File: src/rtl/issue_select_multi.sv
// Multi-issue select stage: picks up to ISSUE_WIDTH ready stations oldest-first by ROB age,
// with load/store ordering and memory ops confined to slot 0. Define ISSUE_PERF_EN for perf counters.
module issue_select_multi #(
  parameter int ISSUE_WIDTH = 2,
  parameter int RS_SIZE     = 8,
  parameter int ROB_SIZE    = 16,
  parameter int LSQ_SIZE    = 8,
  parameter int RS_W        = $clog2(RS_SIZE),
  parameter int TAG_W       = $clog2(ROB_SIZE),
  parameter int LSQ_W       = $clog2(LSQ_SIZE)
) (
  input  logic                         clk,
  input  logic                         reset,
  input  logic                         flush,
  input  logic [RS_SIZE-1:0]           rs_ready,
  input  logic [RS_SIZE*TAG_W-1:0]     rs_tag,
  input  logic [RS_SIZE*LSQ_W-1:0]     rs_lsq_id,
  input  logic [RS_SIZE-1:0]           rs_is_load,
  input  logic [RS_SIZE-1:0]           rs_is_store,
  input  logic [TAG_W-1:0]             rob_head,
  input  logic [ROB_SIZE-1:0]          rob_ctrl_mask,
  input  logic [LSQ_W-1:0]             lsq_head,
  input  logic [LSQ_SIZE-1:0]          lsq_store_mask,
  input  logic [ISSUE_WIDTH-1:0]       iss_ready,
  output logic [ISSUE_WIDTH-1:0]       iss_valid,
  output logic [ISSUE_WIDTH*RS_W-1:0]  iss_rs_id,
  output logic [ISSUE_WIDTH*TAG_W-1:0] iss_tag,
  output logic [ISSUE_WIDTH*LSQ_W-1:0] iss_lsq_id,
  output logic [RS_SIZE-1:0]           rs_grant,
  output logic [31:0]                  perf_issued,
  output logic [31:0]                  perf_stall
);

  logic [ISSUE_WIDTH-1:0] iss_valid_q, iss_valid_d;
  logic [RS_W-1:0]        iss_rs_id_q  [ISSUE_WIDTH];
  logic [RS_W-1:0]        iss_rs_id_d  [ISSUE_WIDTH];
  logic [TAG_W-1:0]       iss_tag_q    [ISSUE_WIDTH];
  logic [TAG_W-1:0]       iss_tag_d    [ISSUE_WIDTH];
  logic [LSQ_W-1:0]       iss_lsq_id_q [ISSUE_WIDTH];
  logic [LSQ_W-1:0]       iss_lsq_id_d [ISSUE_WIDTH];
  logic [RS_SIZE-1:0]     rs_grant_q, rs_grant_d;

  logic [TAG_W-1:0]       age [RS_SIZE];
  logic [RS_SIZE-1:0]     alu_elig, mem_elig;
  logic [ISSUE_WIDTH-1:0] slot_free, sel_valid;
  logic [RS_W-1:0]        sel_id  [ISSUE_WIDTH];
  logic [TAG_W-1:0]       sel_tag [ISSUE_WIDTH];
  logic [LSQ_W-1:0]       sel_lsq [ISSUE_WIDTH];

  assign slot_free = ~iss_valid_q | iss_ready;

  // Ages and eligibility are all measured relative to the ROB/LSQ heads so wrap-around is free.
  always_comb begin
    logic [TAG_W-1:0] tag_i, age_i, age_t;
    logic [LSQ_W-1:0] lsq_i, dist_i, dist_j;
    logic             ctrl_blk, st_blk, cand;
    alu_elig = '0;
    mem_elig = '0;
    for (int i = 0; i < RS_SIZE; i++) begin
      tag_i    = rs_tag[i*TAG_W +: TAG_W];
      lsq_i    = rs_lsq_id[i*LSQ_W +: LSQ_W];
      age_i    = tag_i - rob_head;
      dist_i   = lsq_i - lsq_head;
      age[i]   = age_i;
      ctrl_blk = 1'b0;
      st_blk   = 1'b0;
      for (int t = 0; t < ROB_SIZE; t++) begin
        age_t = TAG_W'(t) - rob_head;
        if (rob_ctrl_mask[t] && (age_t < age_i)) ctrl_blk = 1'b1;
      end
      for (int j = 0; j < LSQ_SIZE; j++) begin
        dist_j = LSQ_W'(j) - lsq_head;
        if (lsq_store_mask[j] && (dist_j < dist_i)) st_blk = 1'b1;
      end
      cand = rs_ready[i] && !rs_grant_q[i];
      if (rs_is_store[i])
        mem_elig[i] = cand && !ctrl_blk && (lsq_i == lsq_head);
      else if (rs_is_load[i])
        mem_elig[i] = cand && !ctrl_blk && !st_blk;
      else
        alu_elig[i] = cand;
    end
  end

  // Slot 0 competes memory ops against ALU ops by age; later slots only see remaining ALU ops.
  always_comb begin
    logic [RS_SIZE-1:0] pool, pool_k;
    logic               found;
    int                 best;
    logic [TAG_W-1:0]   best_age;
    pool       = alu_elig;
    sel_valid  = '0;
    rs_grant_d = '0;
    for (int k = 0; k < ISSUE_WIDTH; k++) begin
      sel_id[k]  = '0;
      sel_tag[k] = '0;
      sel_lsq[k] = '0;
      pool_k     = pool;
      if (k == 0) pool_k = pool | mem_elig;
      found    = 1'b0;
      best     = 0;
      best_age = '0;
      for (int i = 0; i < RS_SIZE; i++) begin
        if (pool_k[i] && (!found || (age[i] < best_age))) begin
          found    = 1'b1;
          best     = i;
          best_age = age[i];
        end
      end
      if (slot_free[k] && found && !flush) begin
        sel_valid[k]     = 1'b1;
        sel_id[k]        = RS_W'(best);
        sel_tag[k]       = rs_tag[best*TAG_W +: TAG_W];
        sel_lsq[k]       = (rs_is_load[best] || rs_is_store[best]) ?
                           rs_lsq_id[best*LSQ_W +: LSQ_W] : '0;
        pool[best]       = 1'b0;
        rs_grant_d[best] = 1'b1;
      end
    end
  end

  always_comb begin
    iss_valid_d = iss_valid_q;
    for (int k = 0; k < ISSUE_WIDTH; k++) begin
      iss_rs_id_d[k]  = iss_rs_id_q[k];
      iss_tag_d[k]    = iss_tag_q[k];
      iss_lsq_id_d[k] = iss_lsq_id_q[k];
      if (flush) begin
        iss_valid_d[k] = 1'b0;
      end else if (slot_free[k]) begin
        iss_valid_d[k] = sel_valid[k];
        if (sel_valid[k]) begin
          iss_rs_id_d[k]  = sel_id[k];
          iss_tag_d[k]    = sel_tag[k];
          iss_lsq_id_d[k] = sel_lsq[k];
        end
      end
    end
  end

  always_ff @(posedge clk or negedge reset) begin
    if (!reset) begin
      iss_valid_q <= '0;
      rs_grant_q  <= '0;
      for (int k = 0; k < ISSUE_WIDTH; k++) begin
        iss_rs_id_q[k]  <= '0;
        iss_tag_q[k]    <= '0;
        iss_lsq_id_q[k] <= '0;
      end
    end else begin
      iss_valid_q <= iss_valid_d;
      rs_grant_q  <= rs_grant_d;
      for (int k = 0; k < ISSUE_WIDTH; k++) begin
        iss_rs_id_q[k]  <= iss_rs_id_d[k];
        iss_tag_q[k]    <= iss_tag_d[k];
        iss_lsq_id_q[k] <= iss_lsq_id_d[k];
      end
    end
  end

  assign iss_valid = iss_valid_q;
  assign rs_grant  = rs_grant_q;

  for (genvar k = 0; k < ISSUE_WIDTH; k++) begin : g_out
    assign iss_rs_id[k*RS_W +: RS_W]    = iss_rs_id_q[k];
    assign iss_tag[k*TAG_W +: TAG_W]    = iss_tag_q[k];
    assign iss_lsq_id[k*LSQ_W +: LSQ_W] = iss_lsq_id_q[k];
  end

`ifdef ISSUE_PERF_EN
  logic [31:0] perf_issued_q, perf_issued_d;
  logic [31:0] perf_stall_q, perf_stall_d;

  // Counters wrap freely and deliberately ignore flush.
  always_comb begin
    perf_issued_d = perf_issued_q + 32'($countones(iss_valid_q & iss_ready));
    perf_stall_d  = perf_stall_q + {31'b0, |(iss_valid_q & ~iss_ready)};
  end

  always_ff @(posedge clk or negedge reset) begin
    if (!reset) begin
      perf_issued_q <= '0;
      perf_stall_q  <= '0;
    end else begin
      perf_issued_q <= perf_issued_d;
      perf_stall_q  <= perf_stall_d;
    end
  end

  assign perf_issued = perf_issued_q;
  assign perf_stall  = perf_stall_q;
`else
  assign perf_issued = '0;
  assign perf_stall  = '0;
`endif

endmodule

File: config.mk
export PLATFORM = sky130hd
export DESIGN_NAME = issue_select_multi
export DESIGN_NICKNAME = d
export VERILOG_FILES = /design/src/rtl/issue_select_multi.sv
export SDC_FILE = /design/constraint.sdc
export NUM_CORES = 1
export LEC_CHECK = 0
export CORE_UTILIZATION = 60
export CTS_CLUSTER_SIZE = 25
export DETAILED_ROUTE_END_ITERATION = 8
export PLACE_DENSITY_LB_ADDON = 0.15
export SETUP_SLACK_MARGIN = 0.02
export SYNTH_ARGS = -nofsm -noshare
export SYNTH_HDL_FRONTEND = slang
export SYNTH_SLANG_ARGS = --single-unit
File: constraint.sdc
create_clock -name clk -period 51 [get_ports clk]
set_clock_uncertainty 0.2 [all_clocks]
set_input_delay 7.65 -clock clk [delete_from_list [all_inputs] [get_ports clk]]
set_output_delay 7.65 -clock clk [all_outputs]
set_load 0.02 [all_outputs]
==> results of run 1 <==
## worst max-delay path: cells and delay by family
kind,cells,cell delay (ns)
compound gates,56,12.83
buf+inv,8,2.11
fa+ha+maj,17,5.01
simple gates,33,6.56
mux,8,2.98
## cell usage in the layout, fill, tap and decap left out, types with 33 or more instances in the layout
cell	n
a21o_1	53
a21oi_1	124
clkdlybuf4s50_1	145
conb_1	64
ha_1	411
inv_1	170
nand2_1	103
nand2b_1	83
nor2_1	91
nor2b_1	70
nor3_1	33
o21ai_0	128
xnor2_1	34
## worst paths after layout
path | from | end | slack [ns]
max | rob_head[1] | iss_tag[7]$_DFFE_PN0P_ | 13.78
min reg2reg | iss_tag[2]$_DFFE_PN0P_ | iss_tag[2]$_DFFE_PN0P_ | 0.28
min in group asynchronous | reset | iss_lsq_id[1]$_DFFE_PN0P_ | 7.56
max reg2reg | rs_grant[0]$_DFF_PN0_ | iss_tag[7]$_DFFE_PN0P_ | 23.33
min | iss_tag[2]$_DFFE_PN0P_ | iss_tag[2]$_DFFE_PN0P_ | 0.28
max in group asynchronous | reset | rs_grant[6]$_DFF_PN0_ | 42.74
## Yosys cell counts, types with 7 or more instances
cell type / instances
o211ai_1: 14
a2111oi_0: 7
nand2_1: 103
nand3b_1: 27
clkbuf_1: 10
nor3_1: 34
fa_1: 24
a32oi_1: 11
dfrtp_1: 30
or3_1: 8
mux2_2: 25
nor2b_1: 70
xnor2_1: 34
o22ai_1: 11
o21ai_0: 128
xor2_1: 14
mux2i_1: 31
nand3_1: 31
inv_1: 170
nor2_1: 92
and2_1: 15
a31oi_1: 29
a211oi_1: 13
a21oi_1: 124
a221oi_1: 11
nand4_1: 16
a211o_1: 13
mux4_2: 13
o21bai_1: 14
nand2b_1: 83
a21o_1: 53
o21a_1: 26
buf_4: 64
ha_1: 411
## through the flow
stage               worst slack [ns]  total power [mW]
finish                         13.78             0.448
floorplan                      17.65             0.295
CTS                            14.42             0.439
global route                   11.71             0.488
global placement               14.94             0.395
detailed placement             14.20             0.406
## final cells by class
cell class / instances / area, sq um
multi-input cells: 1711 / 14000
fillers: 2211 / 8240
repair buffers: 173 / 1660
flip-flops and latches: 30 / 751
inverters: 177 / 669
well taps: 335 / 419
clock buffers: 7 / 143
clock inverters: 1 / 5.00
diodes: 1 / 2.50
## state kept, by name (all words and copies together) (netlist names)
| name | flops |
|---|---|
| iss_valid | 2 |
| iss_rs_id | 6 |
| rs_grant | 8 |
| iss_lsq_id | 6 |
| iss_tag | 8 |
## power by group through the flow
stage          combinational, mW  sequential, mW  clock [mW]
2_1_floorplan              0.252          0.0438           0
3_3_place_gp               0.360          0.0354           0
5_1_grt                    0.419          0.0361      0.0323
3_5_place_dp               0.370          0.0359           0
6_report                   0.381          0.0355      0.0314
4_1_cts                    0.372          0.0355      0.0312
## cell families (layout without fill, tap and decap cells)
family | count (synthesis) | in the layout | share of synthesized area
xor gates and xnor gates | 51 | 51 | 0.0304
other | 1 | 65 | 0.000237
buffers and inverters | 265 | 358 | 0.0807
adders and majority gates | 437 | 437 | 0.357
DFF | 30 | 30 | 0.0475
and+or+nand+nor | 534 | 534 | 0.187
muxes | 72 | 72 | 0.0581
AOI/OAI and AO/OA | 553 | 553 | 0.238
## layer usage
layer	global-route usage	up-vias	part of all wire	wire length (um)
met5	0	-	0.00077	46
met4	0.271	2	0.069	4130
met3	0.0874	259	0.097	5780
met2	0.714	953	0.45	26600
met1	0.521	7446	0.39	23000
li1	-	7334	-	-
==> qor.csv, run 1 <==
stage,metric,value,unit
worst_hold_path,holdPathStages,1,
floorplanning,die_x,164,um
global_route,grt_pass1_vias,15500,
setup_path,slowest_stage,nor3b_1,
synthesis,yosys.area.top_type,ha_1,
synthesis,synth_ff_type,dfrtp_1,
global_route,antenna_found_initial,2,
place,gp_congestion,1.07,
setup_path,worstSetupPathType,input pin to flip-flop,
clock_tree,post_cts_resized,0,
route,first_pass_iters,6,
global_route,grt_max_degree,31,
floorplanning,num_rows,59,
synthesis,yosysTopAreaCellShare,0.325,
sta,rsz0062_at_grt,no,
worst_hold_path,hp-class,flip-flop to flip-flop,
clock_tree,cts_hold_buf,0,
synthesis,ys_top_cells_by_area,"ha_1 33%, dfrtp_1 4.8%, o21ai_0 4.1%",
route,vias,16000,
cells_and_area,drive_gt1_frac,0.0643,
power,ir_drop,25.0,uV
setup_path,crit_path_start_kind,input pin,
floorplanning,initial_core_util,0.610,
synthesis,seq_area_frac_synth,0.0475,
global_route,track_usage,0.436,
power,swShare,0.539,
sta,max_freq,26.9,MHz
setup_path,worst_setup_path_end_kind,flip-flop,
clock_tree,cts_tree,built,
cells_and_area,synthToLayoutAreaGrowth,11.8,%
setup_path,path_common_cell,ha_1,
power,pwr-share-comb,0.851,
sta,worst_pin_slew,0.943,ns
outcome,status,"complete, no violations",
sta,slew_violations,0,
synthesis,synth-edff-count,0,
sta,finalCriticalPeriod,37.22,ns
setup_path,max_stage_delay,0.62,ns
power,pwr-share-seq,0.079,
synthesis,postSynthAreaPerCell,8.13,sq um
synthesis,synthCells,1943,
sta,fin_crit_sh,0.730,
clock_tree,cts.clk_slew.worst_paths,0.06,ns
floorplanning,core-area,25900,sq um
route,drtIter0Drc,1664,
clock_tree,cts_setup_buffers,0,
power,clkPwrFrac,0.070,
setup_path,cp.required,50.98,ns
cells_and_area,final_util,0.682,
sta,finalSetupViolations,0,
route,wirelength,59500,um
power,p_int,0.207,mW
sta,fin_tns_setup,0,ns
route,drc,0,
synthesis,synth_cell_type_count,112,
global_route,overflow,0,
power,p_per_area,25.4,nW/um^2
route,wire_per_inst,24.4,um
clock_tree,clock_sinks,30,
place,dp_hpwl,48200,um
floorplanning,io_pins,210,
synthesis,ys_warn_count,0,
clock_tree,htree_levels,2,
power,p_switching,0.242,mW
clock_tree,clk_latency,0.29,ns
clock_tree,clockBufferDepth,2,
setup_path,reg2regPathDepth,113,
cells_and_area,num-nets-final,2649,
clock_tree,cts_buffers,5,
setup_path,cp.arrival,37.20,ns
cells_and_area,stdcell_count,2435,
synthesis,ys_ff_latch,30,
route,viasPerCell,6.57,
sta,hold_violations,0,
global_route,grt_pass1_wl,88700,um
cells_and_area,fin_area,17700,sq um
place,placed_area,17500,sq um
floorplanning,die_area,27000,sq um
synthesis,synth_async_sr_flop_share,1.00,
sta,slew_headroom,0.366,
synthesis,synth_area,15800,sq um
power,p_leak,8.54,nW
clock_tree,root_buffer,clkbuf_16,
place,port_buffers,145,
job,maxCapViolCount,0,
setup_path,crit_fanout,27,
sta,holdWs,0.280,ns
route,drtAntennaViolNets,0,
floorplanning,die_h,164,um
place,dp_cells,2426,
(Power assumes the default switching activity.)
==> run 2: changes to the inputs <==
CORE_UTILIZATION = 53   (was 60)
clock period = 32.7 ns   (was 51 ns; I/O delays follow)
==> run 2 against run 1 <==
Effect of this change: hold slack got worse by 0.0016 ns; utilization shrank 5.3 points; first-iteration DRC count shrank 6.4%; sequential share of layout area down 0.13 points; design area rose by 3.3%; routed wire length rose by 3.8%; sequential power increased by 56%; final cell count rose by 3.7%; worst setup slack lost 13 ns.
==> qor.csv, run 2 (synthesis results as in run 1) <==
stage,metric,value,unit,change
outcome,status,"complete, no violations",,unchanged
power,clkPwrFrac,0.075,,was 0.070
setup_path,worst_setup_path_end_kind,flip-flop,,unchanged
global_route,grt_pass1_vias,15300,,was 15500
sta,fin_tns_setup,0,ns,unchanged
cells_and_area,final_cell_mix,"411 x ha_1, 169 x inv_1, 145 x clkdlybuf4s50_1",,"was 411 x ha_1, 170 x inv_1, 145 x clkdlybuf4s50_1"
floorplanning,die_x,175,um,was 164 um
route,wire_per_inst,24.5,um,was 24.4 um
global_route,overflow,0,,unchanged
route,first_pass_iters,5,,was 6
clock_tree,cts_tree,built,,unchanged
sta,finalCriticalPeriod,31.67,ns,
clock_tree,clk_latency,0.29,ns,about the same
worst_hold_path,hp-class,flip-flop to flip-flop,,unchanged
route,viasPerCell,6.41,,was 6.57
cells_and_area,stdcell_count,2524,,was 2435
floorplanning,core-area,29000,sq um,was 25900 sq um
route,wirelength,61800,um,was 59500 um
cells_and_area,layout_commonest_cell,ha_1,,unchanged
sta,hold_violations,0,,unchanged
route,drtAntennaViolNets,0,,unchanged
floorplanning,die_area,30500,sq um,was 27000 sq um
setup_path,reg2reg_slack,7.33,ns,was 23.33 ns
sta,max_freq,31.6,MHz,
worst_hold_path,hp-start,iss_lsq_id[1]$_DFFE_PN0P_,,was iss_tag[2]$_DFFE_PN0P_
power,p_leak,8.76,nW,was 8.54 nW
setup_path,cp.arrival,31.70,ns,was 37.20 ns
cells_and_area,num-nets-final,2689,,was 2649
power,p_int,0.339,mW,was 0.207 mW
place,dp_cells,2498,,was 2426
sta,slew_violations,0,,unchanged
route,vias,16200,,was 16000
setup_path,r2r-end,iss_tag[4]$_DFFE_PN0P_,,was iss_tag[7]$_DFFE_PN0P_
global_route,grt_max_degree,31,,unchanged
setup_path,reg2reg_from,rs_grant[0]$_DFF_PN0_,,unchanged
route,wl_met1,25300,um,was 23000 um
floorplanning,num_rows,62,,was 59
setup_path,worstSetupPathType,input pin to flip-flop,,unchanged
route,dr_wl_met2,28000,um,was 26600 um
place,gp_congestion,1.01,,was 1.07
clock_tree,clock_sinks,30,,unchanged
job,maxCapViolCount,0,,unchanged
global_route,track_usage,0.393,,was 0.436
floorplanning,initial_core_util,0.545,,was 0.610
clock_tree,root_buffer,clkbuf_16,,unchanged
worst_hold_path,holdPathStages,2,,was 1
setup_path,crit_path_start_kind,input pin,,unchanged
global_route,grt_pass1_wl,91400,um,was 88700 um
sta,slew_headroom,0.332,,was 0.366
floorplanning,die_h,175,um,was 164 um
setup_path,crit_fanout,20,,was 27
power,pwr-share-seq,0.076,,was 0.079
cells_and_area,fill_cells,2610,,was 2211
cells_and_area,drive_gt1_frac,0.0958,,was 0.0643
sta,worst_pin_slew,0.995,ns,was 0.943 ns
place,dp_hpwl,50200,um,was 48200 um
power,p_switching,0.388,mW,was 0.242 mW
worst_hold_path,hold_end,iss_lsq_id[1]$_DFFE_PN0P_,,was iss_tag[2]$_DFFE_PN0P_
power,p_per_area,39.8,nW/um^2,was 25.4 nW/um^2
route,routed.top_layer,met5,,unchanged
power,pwr-share-comb,0.849,,was 0.851
power,ir_drop,39.6,uV,was 25.0 uV
setup_path,cp.required,32.73,ns,was 50.98 ns
setup_path,slowest_stage,clkdlybuf4s50_1,,was nor3b_1
clock_tree,cts_buffers,5,,unchanged
sta,fin_crit_sh,0.969,,
setup_path,reg2regPathDepth,119,,was 113
clock_tree,htree_levels,2,,unchanged
global_route,antenna_found_initial,1,,was 2
setup_path,path_common_cell,ha_1,,unchanged
sta,finalSetupViolations,0,,unchanged
clock_tree,clockBufferDepth,2,,unchanged
floorplanning,io_pins,210,,unchanged
power,power.total,0.727,mW,was 0.448 mW
route,drtIter0Drc,1557,,was 1664
route,drc,0,,unchanged
setup_path,max_stage_delay,0.56,ns,was 0.62 ns
clock_tree,cts.clk_slew.worst_paths,0.06,ns,about the same
place,port_buffers,145,,unchanged
cells_and_area,synthToLayoutAreaGrowth,15.5,%,was 11.8%
power,swShare,0.534,,was 0.539
route,wl_met3,5020,um,was 5780 um
cells_and_area,final_util,0.629,,was 0.682
[run 2: changes by cell type in the layout (fill, tap and decap cells not counted), moves of 4 or more]
cell	previous run	this run
buf_4	28	67
a21oi_1	124	117
a21oi_2	2	8
mux2i_1	31	27
o21ai_0	128	124
[run 2: layout make-up]
cell class,count,area (sq um),share of cell area
tap,384,480,0.0263
multi-input combinational,1711,14200,0.779
antenna,1,2.50,0.000137
timing repair buffer,213,1970,0.108
clock inverter,3,40.0,0.00219
inverter,177,673,0.0369
sequential,30,751,0.0411
clock buffer,5,125,0.00686
[run 2: worst max path at each step]
stage | from | to
2_1_floorplan | rob_head[1] | iss_tag[4]$_DFFE_PN0P_
6_report | rob_head[1] | iss_tag[4]$_DFFE_PN0P_
3_5_place_dp | rob_head[1] | iss_tag[6]$_DFFE_PN0P_
4_1_cts | rob_head[1] | iss_tag[6]$_DFFE_PN0P_
5_1_grt | rob_head[1] | iss_tag[5]$_DFFE_PN0P_
3_3_place_gp | rob_head[1] | iss_tag[6]$_DFFE_PN0P_
[run 2: timing repair]
item / 4_1_cts / 5_1_grt
setup buffers: 0 / 17
endpoints found under the setup margin: 2 / 15
pin swaps: 0 / 7
hold buffers: 0 / 0
resized for setup: 1 / 40
[run 2: metal layers]
layer,track usage,up-vias
met1,0.503,7694
li1,-,7418
met3,0.0490,190
met2,0.646,884
met5,0,-
met4,0.198,2
[run 2: worst max-delay path: cells and delay by family]
family                   cells  cell delay [ns]
AO/OA/AOI/OAI               53             9.99
adder cells (fa/ha/maj)     17             4.84
buffers and inverters       11             2.04
multiplexers                 9             3.21
AND/OR/NAND/NOR             38             6.63
[run 2: through the flow]
stage	area [sq um]	setup WS (ns)	hold WS (ns)
global route	18200	-0.232	0.292
detailed placement	17800	-0.239	0.269
global placement	17800	0.541	0.262
finish	18200	1.03	0.278
CTS	17900	0.132	0.281
floorplan	16000	2.09	0.390
[run 2: power by group through the flow]
stage               combinational [mW]  sequential, mW  clock [mW]
global placement                 0.571          0.0557           0
floorplan                        0.393          0.0683           0
CTS                              0.590          0.0551      0.0550
finish                           0.617          0.0553      0.0547
global route                     0.676          0.0566      0.0563
detailed placement               0.587          0.0557           0
